$ cat src/rtl/alu_pkg.sv
// Shared types for the sequential ALU: operation codes, FSM states and
// opcode class helpers.
package alu_pkg;

  typedef enum logic [3:0] {
    OP_AND   = 4'b0000,
    OP_OR    = 4'b0001,
    OP_ADD   = 4'b0010,
    OP_SUB   = 4'b0011,
    OP_XOR   = 4'b0100,
    OP_SLL   = 4'b0101,
    OP_SRL   = 4'b0110,
    OP_SLT   = 4'b0111,
    OP_SRA   = 4'b1000,
    OP_SLTU  = 4'b1001,
    OP_MUL   = 4'b1010,
    OP_MULHU = 4'b1011,
    OP_DIVU  = 4'b1100,
    OP_REMU  = 4'b1101,
    OP_RSV0  = 4'b1110,
    OP_RSV1  = 4'b1111
  } aluop_e;

  typedef enum logic [1:0] {
    IDLE = 2'd0,
    MUL  = 2'd1,
    DIV  = 2'd2
  } state_e;

  function automatic logic is_mul_op(logic [3:0] op);
    return (op == OP_MUL) || (op == OP_MULHU);
  endfunction

  function automatic logic is_div_op(logic [3:0] op);
    return (op == OP_DIVU) || (op == OP_REMU);
  endfunction

endpackage

$ cat src/rtl/alu_seq_if.sv
// Request/response bus of the sequential ALU.
// Handshake: an operation transfers on a rising edge with in_valid && in_ready,
// a result transfers on a rising edge with out_valid && out_ready; a raised
// valid and its payload stay stable until the matching ready is seen.
interface alu_seq_if #(parameter int XLEN = 32);
  logic            in_valid;
  logic            in_ready;
  logic [XLEN-1:0] data1;
  logic [XLEN-1:0] data2;
  logic [3:0]      aluop;
  logic            out_valid;
  logic            out_ready;
  logic [XLEN-1:0] alu_result;
  logic            zero;
  logic            busy;

  modport master (
    output in_valid, data1, data2, aluop, out_ready,
    input  in_ready, out_valid, alu_result, zero, busy
  );

  modport slave (
    input  in_valid, data1, data2, aluop, out_ready,
    output in_ready, out_valid, alu_result, zero, busy
  );
endinterface

$ cat src/rtl/alu_core.sv
// Combinational single-cycle ALU operations; iterative and reserved opcodes
// yield zero here.
module alu_core
  import alu_pkg::*;
#(
  parameter int XLEN = 32
) (
  input  logic [XLEN-1:0] data1,
  input  logic [XLEN-1:0] data2,
  input  logic [3:0]      aluop,
  output logic [XLEN-1:0] result
);

  localparam int SW = $clog2(XLEN);

  logic [SW-1:0] shamt;
  assign shamt = data2[SW-1:0];

  always_comb begin
    result = '0;
    case (aluop_e'(aluop))
      OP_AND:  result = data1 & data2;
      OP_OR:   result = data1 | data2;
      OP_ADD:  result = data1 + data2;
      OP_SUB:  result = data1 - data2;
      OP_XOR:  result = data1 ^ data2;
      OP_SLL:  result = data1 << shamt;
      OP_SRL:  result = data1 >> shamt;
      OP_SLT:  result = {{(XLEN-1){1'b0}}, ($signed(data1) < $signed(data2))};
      OP_SRA:  result = $unsigned($signed(data1) >>> shamt);
      OP_SLTU: result = {{(XLEN-1){1'b0}}, (data1 < data2)};
      default: result = '0;
    endcase
  end

endmodule

$ cat src/rtl/alu_seq.sv
// Sequential ALU: single-cycle ops via alu_core, MUL/MULHU by shift-add and
// DIVU/REMU by restoring division, one bit per cycle over a shared register.
module alu_seq
  import alu_pkg::*;
#(
  parameter int XLEN = 32
) (
  input  logic        clk,
  input  logic        rst,
  alu_seq_if.slave    bus,
  output state_e      state_dbg
);

  localparam int CW = $clog2(XLEN) + 1;

  state_e            state_q, state_d;
  logic [CW-1:0]     cnt_q;
  logic [2*XLEN-1:0] work_q, work_nxt;
  logic [XLEN-1:0]   opb_q;
  logic              sel_hi_q;
  logic              out_valid_q, zero_q;
  logic [XLEN-1:0]   result_q, core_result, iter_result;
  logic              accept, single_op, last_iter;
  logic [XLEN:0]     mul_sum, rem_sh, rem_sub;

  alu_core #(.XLEN(XLEN)) u_core (
    .data1  (bus.data1),
    .data2  (bus.data2),
    .aluop  (bus.aluop),
    .result (core_result)
  );

  assign bus.in_ready   = (state_q == IDLE) && (!out_valid_q || bus.out_ready);
  assign bus.out_valid  = out_valid_q;
  assign bus.alu_result = result_q;
  assign bus.zero       = zero_q;
  assign bus.busy       = (state_q != IDLE);
  assign state_dbg      = state_q;

  assign accept    = bus.in_valid && bus.in_ready;
  assign single_op = !is_mul_op(bus.aluop) && !is_div_op(bus.aluop);
  assign last_iter = (state_q != IDLE) && (cnt_q == CW'(XLEN - 1));

  always_ff @(posedge clk or posedge rst) begin
    if (rst) state_q <= IDLE;
    else     state_q <= state_d;
  end

  always_comb begin
    state_d = state_q;
    case (state_q)
      IDLE: if (accept) begin
        if (is_mul_op(bus.aluop))      state_d = MUL;
        else if (is_div_op(bus.aluop)) state_d = DIV;
      end
      MUL, DIV: if (last_iter) state_d = IDLE;
      default: state_d = IDLE;
    endcase
  end

  // Upper half holds the partial product / remainder, lower half the
  // multiplier / dividend being consumed and the quotient being formed.
  always_comb begin
    mul_sum  = {1'b0, work_q[2*XLEN-1:XLEN]} + (work_q[0] ? {1'b0, opb_q} : '0);
    rem_sh   = {work_q[2*XLEN-1:XLEN], work_q[XLEN-1]};
    rem_sub  = rem_sh - {1'b0, opb_q};
    work_nxt = work_q;
    if (state_q == MUL) begin
      work_nxt = {mul_sum, work_q[XLEN-1:1]};
    end else if (state_q == DIV) begin
      if (!rem_sub[XLEN]) work_nxt = {rem_sub[XLEN-1:0], work_q[XLEN-2:0], 1'b1};
      else                work_nxt = {rem_sh[XLEN-1:0], work_q[XLEN-2:0], 1'b0};
    end
    iter_result = sel_hi_q ? work_nxt[2*XLEN-1:XLEN] : work_nxt[XLEN-1:0];
  end

  always_ff @(posedge clk or posedge rst) begin
    if (rst) begin
      cnt_q       <= '0;
      work_q      <= '0;
      opb_q       <= '0;
      sel_hi_q    <= 1'b0;
      out_valid_q <= 1'b0;
      result_q    <= '0;
      zero_q      <= 1'b0;
    end else begin
      if (accept) begin
        opb_q    <= bus.data2;
        work_q   <= {{XLEN{1'b0}}, bus.data1};
        cnt_q    <= '0;
        sel_hi_q <= (bus.aluop == OP_MULHU) || (bus.aluop == OP_REMU);
      end else if (state_q != IDLE) begin
        work_q <= work_nxt;
        cnt_q  <= last_iter ? '0 : cnt_q + CW'(1);
      end

      if (accept && single_op) begin
        result_q    <= core_result;
        zero_q      <= (core_result == '0);
        out_valid_q <= 1'b1;
      end else if (last_iter) begin
        result_q    <= iter_result;
        zero_q      <= (iter_result == '0);
        out_valid_q <= 1'b1;
      end else if (out_valid_q && bus.out_ready) begin
        out_valid_q <= 1'b0;
      end
    end
  end

endmodule

$ cat src/flat_wrapper.sv
// flat-port wrapper written by rule: the top's interface ports become plain ports
module alu_seq_flat import alu_pkg::*;
#(
  parameter int XLEN = 32
)
  (clk, rst, state_dbg, bus_in_valid, bus_data1, bus_data2, bus_aluop, bus_out_ready, bus_in_ready, bus_out_valid, bus_alu_result, bus_zero, bus_busy);
  alu_seq_if #(.XLEN(XLEN)) bus_i ();
  input  logic clk;
  input  logic rst;
  output state_e state_dbg;
  input wire logic [$bits(bus_i.in_valid)-1:0] bus_in_valid;
  input wire logic [$bits(bus_i.data1)-1:0] bus_data1;
  input wire logic [$bits(bus_i.data2)-1:0] bus_data2;
  input wire logic [$bits(bus_i.aluop)-1:0] bus_aluop;
  input wire logic [$bits(bus_i.out_ready)-1:0] bus_out_ready;
  output wire logic [$bits(bus_i.in_ready)-1:0] bus_in_ready;
  output wire logic [$bits(bus_i.out_valid)-1:0] bus_out_valid;
  output wire logic [$bits(bus_i.alu_result)-1:0] bus_alu_result;
  output wire logic [$bits(bus_i.zero)-1:0] bus_zero;
  output wire logic [$bits(bus_i.busy)-1:0] bus_busy;
  assign bus_i.in_valid = bus_in_valid;
  assign bus_i.data1 = bus_data1;
  assign bus_i.data2 = bus_data2;
  assign bus_i.aluop = bus_aluop;
  assign bus_i.out_ready = bus_out_ready;
  assign bus_in_ready = bus_i.in_ready;
  assign bus_out_valid = bus_i.out_valid;
  assign bus_alu_result = bus_i.alu_result;
  assign bus_zero = bus_i.zero;
  assign bus_busy = bus_i.busy;
  alu_seq #(.XLEN(XLEN)) u_core (.clk(clk), .rst(rst), .bus(bus_i), .state_dbg(state_dbg));
endmodule
$ cat config.mk
export PLATFORM = sky130hd
export DESIGN_NAME = alu_seq_flat
export DESIGN_NICKNAME = d
export VERILOG_FILES = /design/src/rtl/alu_pkg.sv /design/src/rtl/alu_seq_if.sv /design/src/rtl/alu_core.sv /design/src/rtl/alu_seq.sv /design/src/flat_wrapper.sv
export SDC_FILE = /design/constraint.sdc
export NUM_CORES = 1
export LEC_CHECK = 0
export CORE_ASPECT_RATIO = 1.1
export CORE_UTILIZATION = 35
export CTS_CLUSTER_SIZE = 25
export DETAILED_ROUTE_END_ITERATION = 12
export SETUP_SLACK_MARGIN = 0.3
export SYNTH_ARGS = -nofsm -noshare
export SYNTH_HDL_FRONTEND = slang
export SYNTH_SLANG_ARGS = --single-unit
$ cat constraint.sdc
create_clock -name clk -period 5 [get_ports clk]
set_clock_uncertainty 0.15 [all_clocks]
set_input_delay 1.5 -clock clk [delete_from_list [all_inputs] [get_ports clk]]
set_output_delay 1.5 -clock clk [all_outputs]
set_load 0.03 [all_outputs]
=== Word level (Yosys, flattened, before mapping) ===
Index checks and enable logic that the tools add are counted.

* Add/sub/neg operators: 5
* $lt $le $gt $ge: 2
* Eq/ne operators: 19
* Shifts and indexed selects: 3
* Muxes and demuxes: 23
* Bitwise operators: 3
* Reduce and logical (&&, ||, !) cells: 23

{| class="wikitable"
|+ Operators by type and width
! cell !! count
|-
| 64-bit two-way mux || 5
|-
| 32-bit one-hot mux with 10 select lines || 1
|-
| 32-bit two-way mux || 4
|-
| 32-bit zero test || 2
|-
| 32-bit < comparator || 2
|-
| 32-bit by 33-bit adder with 33-bit output || 1
|-
| 33-bit by 32-bit subtractor with 33-bit output || 1
|-
| 32-bit adder || 1
|-
| 32-bit AND || 1
|-
| 32-bit bitwise OR || 1
|-
| 32-bit by 5-bit left shift with 32-bit output || 1
|-
| 32-bit by 5-bit right shift with 32-bit output || 1
|-
| 32-bit by 5-bit >>> shifter with 32-bit output || 1
|-
| 32-bit subtractor || 1
|-
| 32-bit bitwise XOR || 1
|-
| 4-bit equality test, second input constant || 6
|-
| 6-bit two-way mux || 3
|-
| 4-bit by 3-bit equality test with 1-bit output, second input constant || 4
|-
| 4-bit by 2-bit equality test with 1-bit output, second input constant || 2
|-
| 2-bit two-way mux || 4
|-
| 6-bit by 1-bit adder with 6-bit output, second input constant || 1
|-
| 6-bit by 5-bit equality test with 1-bit output, second input constant || 1
|-
| 1-bit logical AND || 6
|-
| 2-bit nonzero test || 3
|-
| 14 further kinds || 24
|}

* Register bits: 139
* Input bits: 72
* Output and inout bits: 38
* Word-level logic and storage cells: 86

=== Depth between registers and ports, before layout ===
Gate-level depths: netlist of the first run.

* Depth after elaboration: 8
* Gate-level depth with buffers: 19
* Mapped depth without buffers: 16

=== Hierarchy ===
Synthesis of the first run repeated with hierarchy kept, for this count alone.

* Cell total of the unflattened synthesis: 2842
* Area total of the unflattened synthesis: 20477.1 um2

{| class="wikitable"
|+ By module, submodules not included
! module !! instances !! cells an instance !! area each (um2) !! seq. area each (um2)
|-
| alu_seq || 1 || 1541 || 12017.8 || 3478.3
|-
| alu_core || 1 || 1301 || 8459.4 || 0.0
|}

=== Least setup slack after synthesis of the first run ===
No wires, ideal clock.

* Kind: input-to-reg
* Start: in bus_data2[1]
* End: reg u_core.zero_q (netlist: u_core.bus.zero)
* Setup time: 74 ps
* Arrival: 6011 ps
* Required time: 4776 ps
* Path slack: -1235 ps
* Cell stages on the path: 18
* Buffers on the path: 4
* Cells stage by stage: clkbuf_1 -> inv_2 -> buf_1 -> clkbuf_1 -> buf_1 -> ha_1 -> o21bai_1 -> nand3_1 -> a2111oi_0 -> o21ai_0 -> a221o_1 -> a221o_1 -> a211oi_1 -> nand3_1 -> nor4_1 -> and4b_1 -> nand4_1 -> o21ai_2

* Word-level cells in the longest chain between the ends: 4
* Elaborated cells on any way between the ends: 13
* Classes of those cells: add/sub: 2; order compare: 2; shift: 3; mux: 2; bitwise: 3; reduce/logical: 1

{| class="wikitable"
|+ Ends and longest elaborated chain
! element !! line !! source
|-
| from (decl) || flat_wrapper.sv:13 || <nowiki>input wire logic [$bits(bus_i.data2)-1:0] bus_data2;</nowiki>
|-
| 32-bit subtractor, or another cell as far along || alu_core.sv:25 || <nowiki>OP_SUB: result = data1 - data2;</nowiki>
|-
| 32-bit one-hot mux with 10 select lines (*) || alu_core.sv:21 || <nowiki>case (aluop_e'(aluop))</nowiki>
|-
| 32-bit zero test (*) || alu_seq.sv:99 || <nowiki>zero_q <= (core_result == '0);</nowiki>
|-
| 1-bit two-way mux (*) || alu_seq.sv:97 || <nowiki>if (accept && single_op) begin</nowiki>
|-
| to (signal assigned) || alu_seq.sv:99 ||
|-
| to (signal assigned) || alu_seq.sv:103 || <nowiki>zero_q <= (iter_result == '0);</nowiki>
|-
| to (decl) || alu_seq.sv:21 || <nowiki>logic out_valid_q, zero_q;</nowiki>
|}

Mark *: on every way between the ends. The rest lies on a longest branch, timed or not.
A chain may end at the register's enable or synchronous reset.

=== Worst setup path in the final report of the first run ===
* Start: in bus_data2[0]
* End: reg u_core.zero_q (netlist: u_core.bus.zero)

Same word-level chain as after synthesis.

==> results of run 1 <==
final timing paths:
| check | from | to | depth (start not counted) |
|---|---|---|---|
| max | bus_data2[0] | u_core.bus.zero | 22 |
| min | u_core.bus.alu_result[27] | u_core.bus.alu_result[27] | 2 |
| max reg2reg | u_core.work_q[0] | u_core.bus.zero | 14 |
| min reg2reg | u_core.bus.alu_result[27] | u_core.bus.alu_result[27] | 2 |
| max in group asynchronous | rst | u_core.work_q[0] | 3 |
| min in group asynchronous | rst | u_core.work_q[13] | 2 |
synth_stat cells, drive strengths merged (61+ instances only):
| library cell | number |
|---|---|
| nor3 | 75 |
| a21oi | 255 |
| a211oi | 61 |
| a22oi | 61 |
| nand3 | 81 |
| ha | 177 |
| o21ai | 260 |
| inv | 157 |
| clkbuf | 172 |
| mux2i | 112 |
| dfrtp | 139 |
| nor2 | 268 |
| nand2 | 317 |
worst register-to-register path: cells and delay by family (launching register included):
family / cells / cell delay [ns]
AOI/OAI and AO/OA: 9 / 2.42
and+or+nand+nor: 3 / 1.29
DFF: 1 / 0.52
adders and majority gates: 1 / 0.28
xor gates and xnor gates: 1 / 0.17
repair_timing:
action                                  CTS  global route
endpoints found under the setup margin   18            13
resized for setup                       232           234
setup buffers                            37            33
pin swaps                                54            71
cloned                                    1             1
flip-flops by register name, summed over array words and instances (netlist names):
signal                 cells
u_core.cnt_q               6
u_core.bus.zero            1
u_core.opb_q              32
u_core.bus.out_valid       1
u_core.work_q             64
u_core.bus.alu_result     32
u_core.sel_hi_q            1
u_core.state_dbg           2
area by class of cell:
type / instances / share of cell area [%]
sequential: 139 / 10.6
clock buffer: 18 / 1.34
inverter: 160 / 1.91
tap: 824 / 3.14
timing repair buffer: 1060 / 26.5
multi-input combinational: 2505 / 56.0
antenna: 6 / 0.0458
clock inverter: 14 / 0.454
metrics by stage:
stage / hold slack (ns) / instance area (um^2) / setup slack [ns]
2_1_floorplan: 0.312 / 22200 / -0.124
3_3_place_gp: 0.333 / 30200 / -1.45
3_5_place_dp: 0.326 / 30200 / -1.40
4_1_cts: 0.347 / 31800 / -0.0284
5_1_grt: 0.390 / 32800 / 0.0184
6_report: 0.348 / 32800 / 0.0921
where the power goes:
part	internal, mW	switching (mW)
Sequential	1.68	0.601
Clock	0.718	0.615
Combinational	5.69	8.32
Total	8.08	9.54
layer usage:
metal / up-vias / wire, um
met5: - / 0
met4: 0 / 12700
met3: 488 / 10500
met2: 1713 / 60900
met1: 14200 / 52700
li1: 13000 / -
kinds of logic (layout without fill, tap and decap cells):
| logic type | after synthesis | after routing |
|---|---|---|
| AO/OA/AOI/OAI | 1087 | 1087 |
| flip-flops | 139 | 139 |
| multiplexers | 168 | 168 |
| buffers and inverters | 391 | 1252 |
| AND/OR/NAND/NOR | 997 | 997 |
| XOR/XNOR | 72 | 72 |
| adder cells (fa/ha/maj) | 181 | 181 |
| other | 0 | 6 |
==> flow_summary.json, run 1 <==
{
  "grt_max_degree": 102,
  "slew_viol_final": 0,
  "fin_crit_sh_pct": 98.2,
  "vias_per_cell": 6.23,
  "worstMarginPinSlew_ns": 1.04,
  "grt_pass1_wl_um": 194000,
  "critical_path_class": "in -> reg",
  "cts_tree": "yes",
  "cts_buffers": 17,
  "grt_pass1_vias": 28400,
  "required_ns": 5.25,
  "firstDrtPassIters": 6,
  "r2r_slack_ns": 0.09,
  "cts_root_buf": "clkbuf_16",
  "vdd_drop_max_mv": 0.592,
  "start_util_pct": 35.7,
  "syn_to_final_growth_pct": 49.4,
  "leakagePower_nw": 14.7,
  "multi_input_area_um2": 18400,
  "dpl.cell_count": 4616,
  "cpPeakStageDelay_ns": 0.52,
  "syn-cell-area_um2": 22000,
  "wl_um": 137000,
  "async_flop_share_pct": 100,
  "place_congestion": 1.10,
  "synthSimpleGateAreaFrac_pct": 21.4,
  "seqCellArea_um2": 3480,
  "crit_path_end_kind": "flop",
  "synth_top_area_share_pct": 15.8,
  "slowest_stage": "mux4_2",
  "cp_top_family": "buffers and inverters",
  "cts_sinks": 139,
  "setup-tns-final_ns": 0,
  "clkTransAtPathRegs_ns": 0.08,
  "relSlewSlack_pct": 28.8,
  "cpMostUsedCell": "buf_6",
  "clockBufferDepth": 2,
  "grtUsageMet1_pct": 51.5,
  "holdBufCountCts": 0,
  "use_met3_pct": 5.55,
  "syn_area_per_cell_um2": 7.24,
  "period_minus_slack_ns": 4.91,
  "fin_cells": 4726,
  "num_vias": 29400,
  "muxShareOfSynthArea_pct": 9.72,
  "drt_iter0_drc": 3373,
  "cp_num_buf_inv": 10,
  "clock_latency_ns": 0.46,
  "totalPowerFinal_mw": 17.6,
  "yosysWarnings": 0,
  "antenna_found_initial": 4,
  "synth_top_family_by_area": "compound AO/OA/AOI/OAI gates",
  "fp.dieArea_um2": 63800,
  "cp_cell_sequence": "buf_12, buf_12, buf_8, mux4_2, mux2i_1, buf_4, or3_4, buf_6, buf_4, buf_6, buf_6, nand3_4, o31ai_4, buf_6, o211ai_1, a21oi_2, nand2_2, nor4_4, buf_4, and4b_1, nand4_1, o21ai_2",
  "setup_viol": 0,
  "syn_nets": 3288,
  "core_um2": 61600,
  "critPathMaxFanout": 7,
  "grt_most_used_layer": "met2",
  "track_usage_pct": 42.0,
  "power.density_nw_per_um2": 537,
  "die_y_um": 265,
  "fmax_mhz": 204,
  "hpwl_um": 110000,
  "die_x_um": 241,
  "postSynthCellCount": 3035,
  "hold_viol_final": 0,
  "synth_top_area_cell": "dfrtp_1",
  "synth_compound_area_share_pct": 32.8,
  "grt_overflow": 0,
  "worst_ep_arrival_time_ns": 5.15,
  "seq_area_frac_synth_pct": 15.8,
  "fillCellCount": 6169,
  "synthTopCellsByArea": "dfrtp_1 (16%), ha_1 (10%), a21oi_1 (5.8%)",
  "maxCapViolCount": 0,
  "post-route-util_pct": 53.3,
  "htreeDepth": 4,
  "status": "completed",
  "num_rows": 95,
  "yosysUniqueCellTypes": 92,
  "layout_common_cells": "buf_4 (874), nand2_1 (311), nor2_1 (253), o21ai_0 (241), a21oi_1 (235)",
  "final_common_cell": "buf_4",
  "start_kind": "input port",
  "synthAdderAreaFrac_pct": 10.4,
  "wire_per_inst_um": 28.9,
  "fin_nets": 4136,
  "drc": 0,
  "ios": 110,
  "grt_setup_unrepaired": "true",
  "synth_edf_count": 0,
  "synthXorXnorAreaFrac_pct": 2.87,
  "ys.flop_type": "dfrtp_1",
  "ys_ff_latch": 139,
  "drive_gt1_share_pct": 34.5,
  "port_buffers": 109,
  "grt_util_met2_pct": 66.9,
  "ant_nets": 0,
  "hp-class": "reg -> reg"
}
Note: power is estimated with default switching activity, not from simulation.
==> run 2, diff against run 1 <==
--- a/config.mk
+++ b/config.mk
@@ -9,7 +9,9 @@
 export CORE_UTILIZATION = 35
 export CTS_CLUSTER_SIZE = 25
 export DETAILED_ROUTE_END_ITERATION = 12
+export HOLD_SLACK_MARGIN = 0.03
 export SETUP_SLACK_MARGIN = 0.3
+export SKIP_LAST_GASP = 1
 export SYNTH_ARGS = -nofsm -noshare
 export SYNTH_HDL_FRONTEND = slang
 export SYNTH_SLANG_ARGS = --single-unit
==> results of run 2 <==
No change in the layout: final DEF, timing and power equal those of run 1.
